==> src/rtl/monitor_report_collector.sv <==
// Timestamps automaton report vectors with the symbol index, buffers them in a FIFO and
// keeps sticky hit/overflow state. Optional edge qualification under `MON_RPT_EDGE_EN`.
module monitor_report_collector #(
  parameter int unsigned NUM_REPORTS = 4,
  parameter int unsigned FIFO_DEPTH  = 8,
  parameter int unsigned CNT_W       = 32
) (
  input  logic                         clk_i,
  input  logic                         rst_ni,
  input  logic                         run_i,
  input  logic                         clear_i,
  input  logic [NUM_REPORTS-1:0]       report_i,
  output logic                         rpt_valid_o,
  input  logic                         rpt_ready_i,
  output logic [NUM_REPORTS+CNT_W-1:0] rpt_data_o,
  output logic [NUM_REPORTS-1:0]       hit_mask_o,
  output logic                         overflow_o,
  output logic [7:0]                   drop_cnt_o,
  output logic                         irq_o
);

  localparam int unsigned AW = (FIFO_DEPTH > 1) ? $clog2(FIFO_DEPTH) : 1;
  localparam int unsigned EW = NUM_REPORTS + CNT_W;

  logic [EW-1:0]          mem_q [FIFO_DEPTH];
  logic [EW-1:0]          mem_d [FIFO_DEPTH];
  logic [AW-1:0]          wr_ptr_q, wr_ptr_d, rd_ptr_q, rd_ptr_d;
  logic [AW:0]            count_q, count_d;
  logic [CNT_W-1:0]       sym_cnt_q, sym_cnt_d;
  logic [NUM_REPORTS-1:0] hit_q, hit_d;
  logic                   ovf_q, ovf_d;
  logic [7:0]             drop_q, drop_d;
  logic                   irq_q, irq_d;

  logic [NUM_REPORTS-1:0] qual;
  logic                   capture, pop, push, full;

`ifdef MON_RPT_EDGE_EN
  logic [NUM_REPORTS-1:0] prev_q, prev_d;

  always_comb begin
    prev_d = prev_q;
    if (clear_i) begin
      prev_d = '0;
    end else if (run_i) begin
      prev_d = report_i;
    end
  end

  always_ff @(posedge clk_i or negedge rst_ni) begin
    if (!rst_ni) begin
      prev_q <= '0;
    end else begin
      prev_q <= prev_d;
    end
  end

  assign qual = report_i & ~prev_q;
`else
  assign qual = report_i;
`endif

  assign full    = (count_q == (AW+1)'(FIFO_DEPTH));
  assign capture = run_i && (|qual);
  assign pop     = rpt_valid_o && rpt_ready_i;
  // A full FIFO still accepts the push when the head leaves in the same cycle.
  assign push    = capture && (!full || pop);

  always_comb begin
    mem_d     = mem_q;
    wr_ptr_d  = wr_ptr_q;
    rd_ptr_d  = rd_ptr_q;
    count_d   = count_q;
    sym_cnt_d = sym_cnt_q;
    hit_d     = hit_q;
    ovf_d     = ovf_q;
    drop_d    = drop_q;
    if (clear_i) begin
      wr_ptr_d  = '0;
      rd_ptr_d  = '0;
      count_d   = '0;
      sym_cnt_d = '0;
      hit_d     = '0;
      ovf_d     = 1'b0;
      drop_d    = '0;
    end else begin
      if (run_i) begin
        sym_cnt_d = sym_cnt_q + CNT_W'(1);
      end
      if (capture) begin
        hit_d = hit_q | qual;
      end
      if (push) begin
        mem_d[wr_ptr_q] = {qual, sym_cnt_q};
        wr_ptr_d        = wr_ptr_q + AW'(1);
      end else if (capture) begin
        ovf_d = 1'b1;
        if (drop_q != 8'hFF) begin
          drop_d = drop_q + 8'd1;
        end
      end
      if (pop) begin
        rd_ptr_d = rd_ptr_q + AW'(1);
      end
      case ({push, pop})
        2'b10:   count_d = count_q + (AW+1)'(1);
        2'b01:   count_d = count_q - (AW+1)'(1);
        default: count_d = count_q;
      endcase
    end
    irq_d = (count_d != '0) || ovf_d;
  end

  always_ff @(posedge clk_i or negedge rst_ni) begin
    if (!rst_ni) begin
      for (int i = 0; i < int'(FIFO_DEPTH); i++) begin
        mem_q[i] <= '0;
      end
      wr_ptr_q  <= '0;
      rd_ptr_q  <= '0;
      count_q   <= '0;
      sym_cnt_q <= '0;
      hit_q     <= '0;
      ovf_q     <= 1'b0;
      drop_q    <= '0;
      irq_q     <= 1'b0;
    end else begin
      mem_q     <= mem_d;
      wr_ptr_q  <= wr_ptr_d;
      rd_ptr_q  <= rd_ptr_d;
      count_q   <= count_d;
      sym_cnt_q <= sym_cnt_d;
      hit_q     <= hit_d;
      ovf_q     <= ovf_d;
      drop_q    <= drop_d;
      irq_q     <= irq_d;
    end
  end

  assign rpt_valid_o = (count_q != '0);
  // Head is masked so stale contents never show while the FIFO is empty.
  assign rpt_data_o  = rpt_valid_o ? mem_q[rd_ptr_q] : '0;
  assign hit_mask_o  = hit_q;
  assign overflow_o  = ovf_q;
  assign drop_cnt_o  = drop_q;
  assign irq_o       = irq_q;

endmodule
==> config.mk <==
export PLATFORM = sky130hd
export DESIGN_NAME = monitor_report_collector
export DESIGN_NICKNAME = d
export VERILOG_FILES = /design/src/rtl/monitor_report_collector.sv
export SDC_FILE = /design/constraint.sdc
export NUM_CORES = 1
export LEC_CHECK = 0
export BUFFER_PORTS_ARGS = -buffer_cell sky130_fd_sc_hd__buf_2
export CAP_MARGIN = 20
export CORE_UTILIZATION = 50
export CTS_CLUSTER_DIAMETER = 100
export DETAILED_ROUTE_END_ITERATION = 10
export PLACE_DENSITY = 0.67
export SYNTH_ARGS = -nofsm -noshare
export SYNTH_HDL_FRONTEND = slang
export SYNTH_SLANG_ARGS = --single-unit
export TNS_END_PERCENT = 20
==> constraint.sdc <==
create_clock -name clk_i -period 3.5 [get_ports clk_i]
set_input_delay 0.7 -clock clk_i [delete_from_list [all_inputs] [get_ports clk_i]]
set_output_delay 0.7 -clock clk_i [all_outputs]
set_load 0.03 [all_outputs]
==> flow_summary_export.csv, run 1 <==
group,metric,value,unit
cells_and_area,n_fill_cell,2474,
place,io_buffers,59,
clock_network,ctsHoldBuffers,0,
synth,ys_seq_elements,344,
sta,setup_slack,272.1,ps
clock_network,cts.clk_slew.worst_paths,60,ps
synth,netlist.area_leader.share,54.63,%
global_routing,grt_pass1_wl,53.56,mm
critical_path,path_class,"reg2out",
job,drv_cap,0,
pwr,ir_drop,0.5253,mV
drt,drtIter0Drc,508,
sta,maxSlewHeadroom,48.95,%
pwr,leakage,0.008230,uW
clock_network,postCtsSetupBuffers,0,
critical_path,critical_path.max_stage_delay,580,ps
cells_and_area,fin_nets,1198,
cells_and_area,multi_input_area,6714,um2
cells_and_area,regArea,8617,um2
critical_path,r2r_start,"count_q[0]",
critical_path,cp_max_fo,52,
global_routing,grt-ovfl-total,0,
clock_network,cts_root_buf,"clkbuf_16",
place,dp_cells,1539,
critical_path,reg2reg_to,"irq_o",
critical_path,regToRegSetupSlack,530,ps
die,dieArea,32230,um2
global_routing,grt_max_degree,81,
critical_path,worstSetupEndpoint,"rpt_data_o[30]",
clock_network,clock_sinks,344,
synth,yosys_warnings,0,
global_routing,grt_pass1_vias,9780,
critical_path,path_cells,"buf_12, mux4_2, mux2i_1, nor2_1, buf_2",
drt,wl,32.16,mm
pwr,p_comb_share,17.3,%
sta,worst_pin_slew,759.8,ps
critical_path,required,2800,ps
place,dp_hpwl,19.70,mm
sta,finalClockSkew,16.70,ps
die,die_h,179.5,um
die,initial_core_util,51.11,%
sta,max_freq,309.8,MHz
synth,synth.cell_area,15760,um2
critical_path,critPathLaunchType,"flip-flop",
cells_and_area,final_cells,1601,
critical_path,worstRegToRegCells,9,
clock_network,htree_levels,2,
clock_network,cts_buffers,37,
drt,first_pass_iters,6,
synth,synth_edf_count,0,
synth,synth-main-ff-cell,"dfrtp_1",
pwr,power.density,543.8,nW/um2
synth,syn_avg_cell_area,13.73,um2
place,place_congestion,0.7582,
place,post-place-ws,448.0,ps
clock_network,clockBufferDepth,3,
sta,finalHoldViolations,0,
clock_network,cts_tree,"yes",
pwr,p_int,7024,uW
run_status,outcome,"finished, final reports clean",
global_routing,track_usage,20.87,%
sta,rsz0062_at_grt,"no",
clock_network,ctsResizeCount,0,
synth,synth_seq_area_share,54.63,%
drt,wire_per_inst,20.09,um
die,die_x,179.5,um
drt,drc,0,
min_path,hp-class,"in2async",
sta,period_needed,3228,ps
synth,synthTopCellsByArea,"dfrtp_1 55%, mux2_2 18%, mux4_2 10%",
drt,vias_per_cell,5.733,
critical_path,slowest_stage,"mux4_2",
pwr,switching_share,27.15,%
cells_and_area,area_growth,12.52,%
cells_and_area,insertedDiodeCount,0,
synth,synth_cells,1148,
critical_path,end_kind,"primary output",
pwr,seq_power_share,44.4,%
sta,setup-violations-final,0,
sta,fin_crit_sh,92.22,%
critical_path,cp.arrival,2530,ps
drt,final_antenna_net_count,0,
pwr,switchingPower,2618,uW
pwr,p_clk_share,38.3,%
drt,vias,9179,
sta,maxSlewViolCount,0,
synth,synth_cell_types,46,
die,fp-row-count,64,
synth,synthArstFlopShare,100.0,%
synth,synth_top_cell_by_area,"dfrtp_1",
die,core_area,30830,um2
critical_path,critPathLaunch,"rd_ptr_q[0]",
sta,setup_tns,0,ps
global_routing,antenna_found_initial,0,
clock_network,insertion_delay,510,ps
synth,syn_nets,1164,
sta,hold_ws,169.0,ps
die,ios,60,
cells_and_area,drive_gt1_share,40.41,%
## worst max-delay path: cells and delay by family (launching register included)
kind | cells | cell delay [ps]
buffers and inverters | 2 | 530
DFF | 1 | 420
muxes | 2 | 900
and+or+nand+nor | 1 | 70
## cell families after synthesis
group / Yosys count / share of synthesized area, %
AOI/OAI and AO/OA: 77 / 2.771
xor gates and xnor gates: 32 / 1.779
adders and majority gates: 7 / 0.6035
buffers and inverters: 115 / 3.017
DFF: 344 / 54.63
muxes: 370 / 31.27
and+or+nand+nor: 203 / 5.932
## cell usage after synthesis (2+ instances only)
| cell | n |
|---|---|
| buf_1 | 17 |
| mux4_2 | 72 |
| and3_1 | 5 |
| xor2_1 | 4 |
| clkbuf_1 | 51 |
| nor4_1 | 6 |
| nand2_1 | 49 |
| nor2b_1 | 8 |
| buf_2 | 27 |
| mux2i_1 | 40 |
| ha_1 | 6 |
| nor2_1 | 81 |
| a21oi_1 | 20 |
| nor3_1 | 12 |
| or4_1 | 2 |
| xnor2_1 | 28 |
| nand4_1 | 5 |
| inv_1 | 16 |
| dfrtp_1 | 344 |
| or3_1 | 13 |
| o21ai_0 | 46 |
| nand2b_1 | 3 |
| mux2_2 | 257 |
| clkbuf_2 | 2 |
| nand3_1 | 12 |
| buf_4 | 2 |
## registers in the layout (all words and copies together), names as in the netlist
register and cells:
count_q 4, rd_ptr_q 3, wr_ptr_q 3, sym_cnt_q 32, mem_q 288, overflow_o 1, drop_cnt_o 8, hit_mask_o 4
irq_o 1
## final cells by class
cell class	count	area share, %
Sequential cell	344	48.60
Multi-Input combinational cell	689	37.87
Clock buffer	59	6.196
Timing Repair Buffer	94	3.980
Tap cell	396	2.794
Inverter	16	0.3387
Clock inverter	3	0.2258
## cells in the final DEF, fill, tap and decap left out, drive strengths merged, types with 2 or more instances in the layout
| cell | instances |
|---|---|
| and3 | 5 |
| mux2 | 258 |
| nor3 | 12 |
| o2111ai | 2 |
| nand2b | 3 |
| inv | 16 |
| o21ai | 47 |
| nor4 | 6 |
| or3 | 13 |
| mux4 | 72 |
| o41ai | 2 |
| nor2b | 8 |
| mux2i | 40 |
| buf | 94 |
| xnor2 | 28 |
| nand2 | 49 |
| nand4 | 5 |
| clkinv | 2 |
| nand3 | 12 |
| dfrtp | 344 |
| xor2 | 4 |
| a21oi | 21 |
| ha | 6 |
| or4b | 2 |
| nor2 | 81 |
| clkbuf | 59 |
| or4 | 2 |
## metrics by stage
step                utilization, %  total power [uW]  cell area, um2
finish                       57.51              9642           17730
global route                 57.51             10080           17730
CTS                          57.51              9789           17730
detailed placement           53.82              6074           16590
global placement             53.82              6058           16590
floorplan                        -              5488           15760
## layer usage
metal / vias up / GRT usage [%] / routed length [um]
li1: 4188 / - / -
met1: 4812 / 29.60 / 15050
met2: 136 / 34.73 / 15730
met3: 43 / 2.573 / 903
met4: 0 / 4.621 / 483
met5: - / 0 / 0
## how the worst min path moves through the flow
stage | from | end | slack, ps | cells after the start
after floorplan | rst_ni | count_q[0] | 400 | 0
after global placement | mem_q[117] | mem_q[117] | 460 | 2
after detailed placement | mem_q[45] | mem_q[45] | 470 | 2
after CTS | rst_ni | mem_q[79] | 210 | 1
after global routing | rst_ni | mem_q[118] | 230 | 1
final | rst_ni | mem_q[79] | 170 | 1
## power by group through the flow
stage                     Sequential, uW  Clock (uW)  Combinational (uW)
after detailed placement            4350           0                1720
after global placement              4350           0                1710
after floorplan                     4290           0                1200
after CTS                           4280        3780                1720
after global routing                4310        3940                1830
final                               4280        3690                1670
Note: power is estimated with default switching activity, not from simulation.
==> run 2, diff against run 1 <==
Settings changed: CTS_BUF_LIST set to sky130_fd_sc_hd__clkbuf_8.
==> run 2 against run 1 <==
Critical path depth unchanged. Clock power down 5%. Via count up 1.4%. Die area unchanged. Non-clock buffer count unchanged. Largest power group unchanged. Flip-flop and latch count unchanged. Worst hold slack worse by 65 ps. Combinational power about the same.
==> flow_summary_export.csv, run 2 (synthesized netlist as in run 1, its figures left out) <==
group,metric,value,unit
global_routing,track_usage,20.93,%
global_routing,grt_pass1_wl,53.75,mm
cells_and_area,final_cell_mix,"341 x dfrtp_1, 257 x mux2_2, 80 x nor2_1",
critical_path,critPathLaunch,"rd_ptr_q[0]",
cells_and_area,insertedDiodeCount,0,
run_status,outcome,"finished, final reports clean",
drt,wire_per_inst,19.55,um
critical_path,cp_max_fo,52,
place,io_buffers,59,
cells_and_area,fin_nets,1218,
sta,finalHoldViolations,0,
critical_path,regToRegSetupSlack,530,ps
critical_path,end_kind,"primary output",
critical_path,r2r_start,"count_q[1]",
clock_network,cts.clk_slew.worst_paths,60,ps
clock_network,postCtsSetupBuffers,0,
clock_network,insertion_delay,580,ps
critical_path,path_class,"reg2out",
place,dp_hpwl,19.70,mm
pwr,total_power,9477,uW
critical_path,reg2reg_to,"irq_o",
pwr,power.density,533.0,nW/um2
clock_network,cts_buffers,57,
cells_and_area,area_growth,12.85,%
critical_path,cp.arrival,2610,ps
sta,fin_crit_sh,94.65,%
die,fp-row-count,64,
clock_network,cts_root_buf,"clkbuf_8",
cells_and_area,drive_gt1_share,41.60,%
pwr,leakage,0.008378,uW
clock_network,cts_tree,"yes",
sta,maxSlewHeadroom,48.95,%
sta,setup_tns,0,ps
die,die_h,179.5,um
sta,finalClockSkew,23.31,ps
sta,worst_pin_slew,759.8,ps
global_routing,grt-ovfl-total,0,
clock_network,clock_sinks,344,
critical_path,worstRegToRegCells,9,
sta,max_freq,301.9,MHz
die,initial_core_util,51.11,%
global_routing,antenna_found_initial,0,
critical_path,required,2800,ps
sta,setup-violations-final,0,
drt,first_pass_iters,6,
drt,drc,0,
die,die_x,179.5,um
global_routing,grt_max_degree,81,
sta,maxSlewViolCount,0,
drt,vias,9310,
clock_network,ctsResizeCount,0,
cells_and_area,regMostFlops,"mem_q",
drt,vias_per_cell,5.656,
drt,final_antenna_net_count,0,
min_path,hp-class,"in2async",
critical_path,worstSetupEndpoint,"rpt_data_o[14]",
pwr,ir_drop,0.4455,mV
clock_network,clockBufferDepth,3,
global_routing,grt_pass1_vias,9922,
sta,period_needed,3313,ps
die,ios,60,
cells_and_area,final_common_cell,"dfrtp_1",
cells_and_area,largest_register_ff_count,288,
critical_path,critPathLaunchType,"flip-flop",
die,dieArea,32230,um2
job,drv_cap,0,
cells_and_area,n_fill_cell,2472,
clock_network,htree_levels,2,
clock_network,ctsHoldBuffers,0,
drt,wl,32.18,mm
drt,drtIter0Drc,451,
place,place_congestion,0.7582,
die,core_area,30830,um2
sta,rsz0062_at_grt,"no",
==> run 2: cell types whose count changed in the layout (fill, tap and decap cells not counted) <==
| cell | before | now |
|---|---|---|
| clkinv_2 | 2 | 3 |
| clkinvlp_4 | 0 | 1 |
| clkbuf_8 | 9 | 78 |
| inv_1 | 16 | 41 |
| clkbuf_1 | 13 | 0 |
| bufinv_16 | 1 | 0 |
| clkbuf_16 | 37 | 0 |
==> run 2: layout make-up <==
type	count	area [um2]	area share [%]
inverter	16	60.06	0.3377
clock inverter	29	116.4	0.6544
timing repair buffer	94	705.7	3.968
clock buffer	78	1074	6.037
sequential	344	8617	48.46
tap	396	495.5	2.786
multi-input combinational	689	6714	37.76
==> run 2: where the power goes <==
group	switching, uW	internal [uW]
clock network	1550	1970
logic	991	680
registers	148	4140
total	2690	6790
==> run 2: per-stage QoR <==
step                hold WS (ps)  utilization (%)  cells  setup slack [ps]  cell area (um2)
floorplan                  404.4                -   1148             581.8            15760
global placement           457.1            53.82   1539             490.4            16590
detailed placement         465.8            53.82   1539             448.0            16590
CTS                        108.7            57.68   1646             153.5            17780
global route               139.8            57.68   1646             99.15            17780
finish                     103.7            57.68   1646             187.3            17780
==> run 2: routing by layer <==
| layer | global-route usage (%) | routed length, um |
|---|---|---|
| met1 | 29.47 | 15180 |
| met2 | 34.25 | 15520 |
| met3 | 3.282 | 978 |
| met4 | 5.241 | 497 |
| met5 | 0 | 0 |
==> run 2: how the worst min path moves through the flow <==
stage	start	to	slack, ps	depth (start not counted)
floorplan	rst_ni	count_q[0]	400	0
global placement	mem_q[117]	mem_q[117]	460	2
detailed placement	mem_q[45]	mem_q[45]	470	2
CTS	rst_ni	mem_q[150]	110	1
global route	rst_ni	mem_q[118]	140	1
finish	rst_ni	mem_q[79]	100	1
==> run 2: critical path, stage by stage (launching register included) <==
cell	delay, ps
dfrtp_4	420
buf_12	330
mux4_2	580
mux2i_1	320
nor2_1	70
buf_2	190
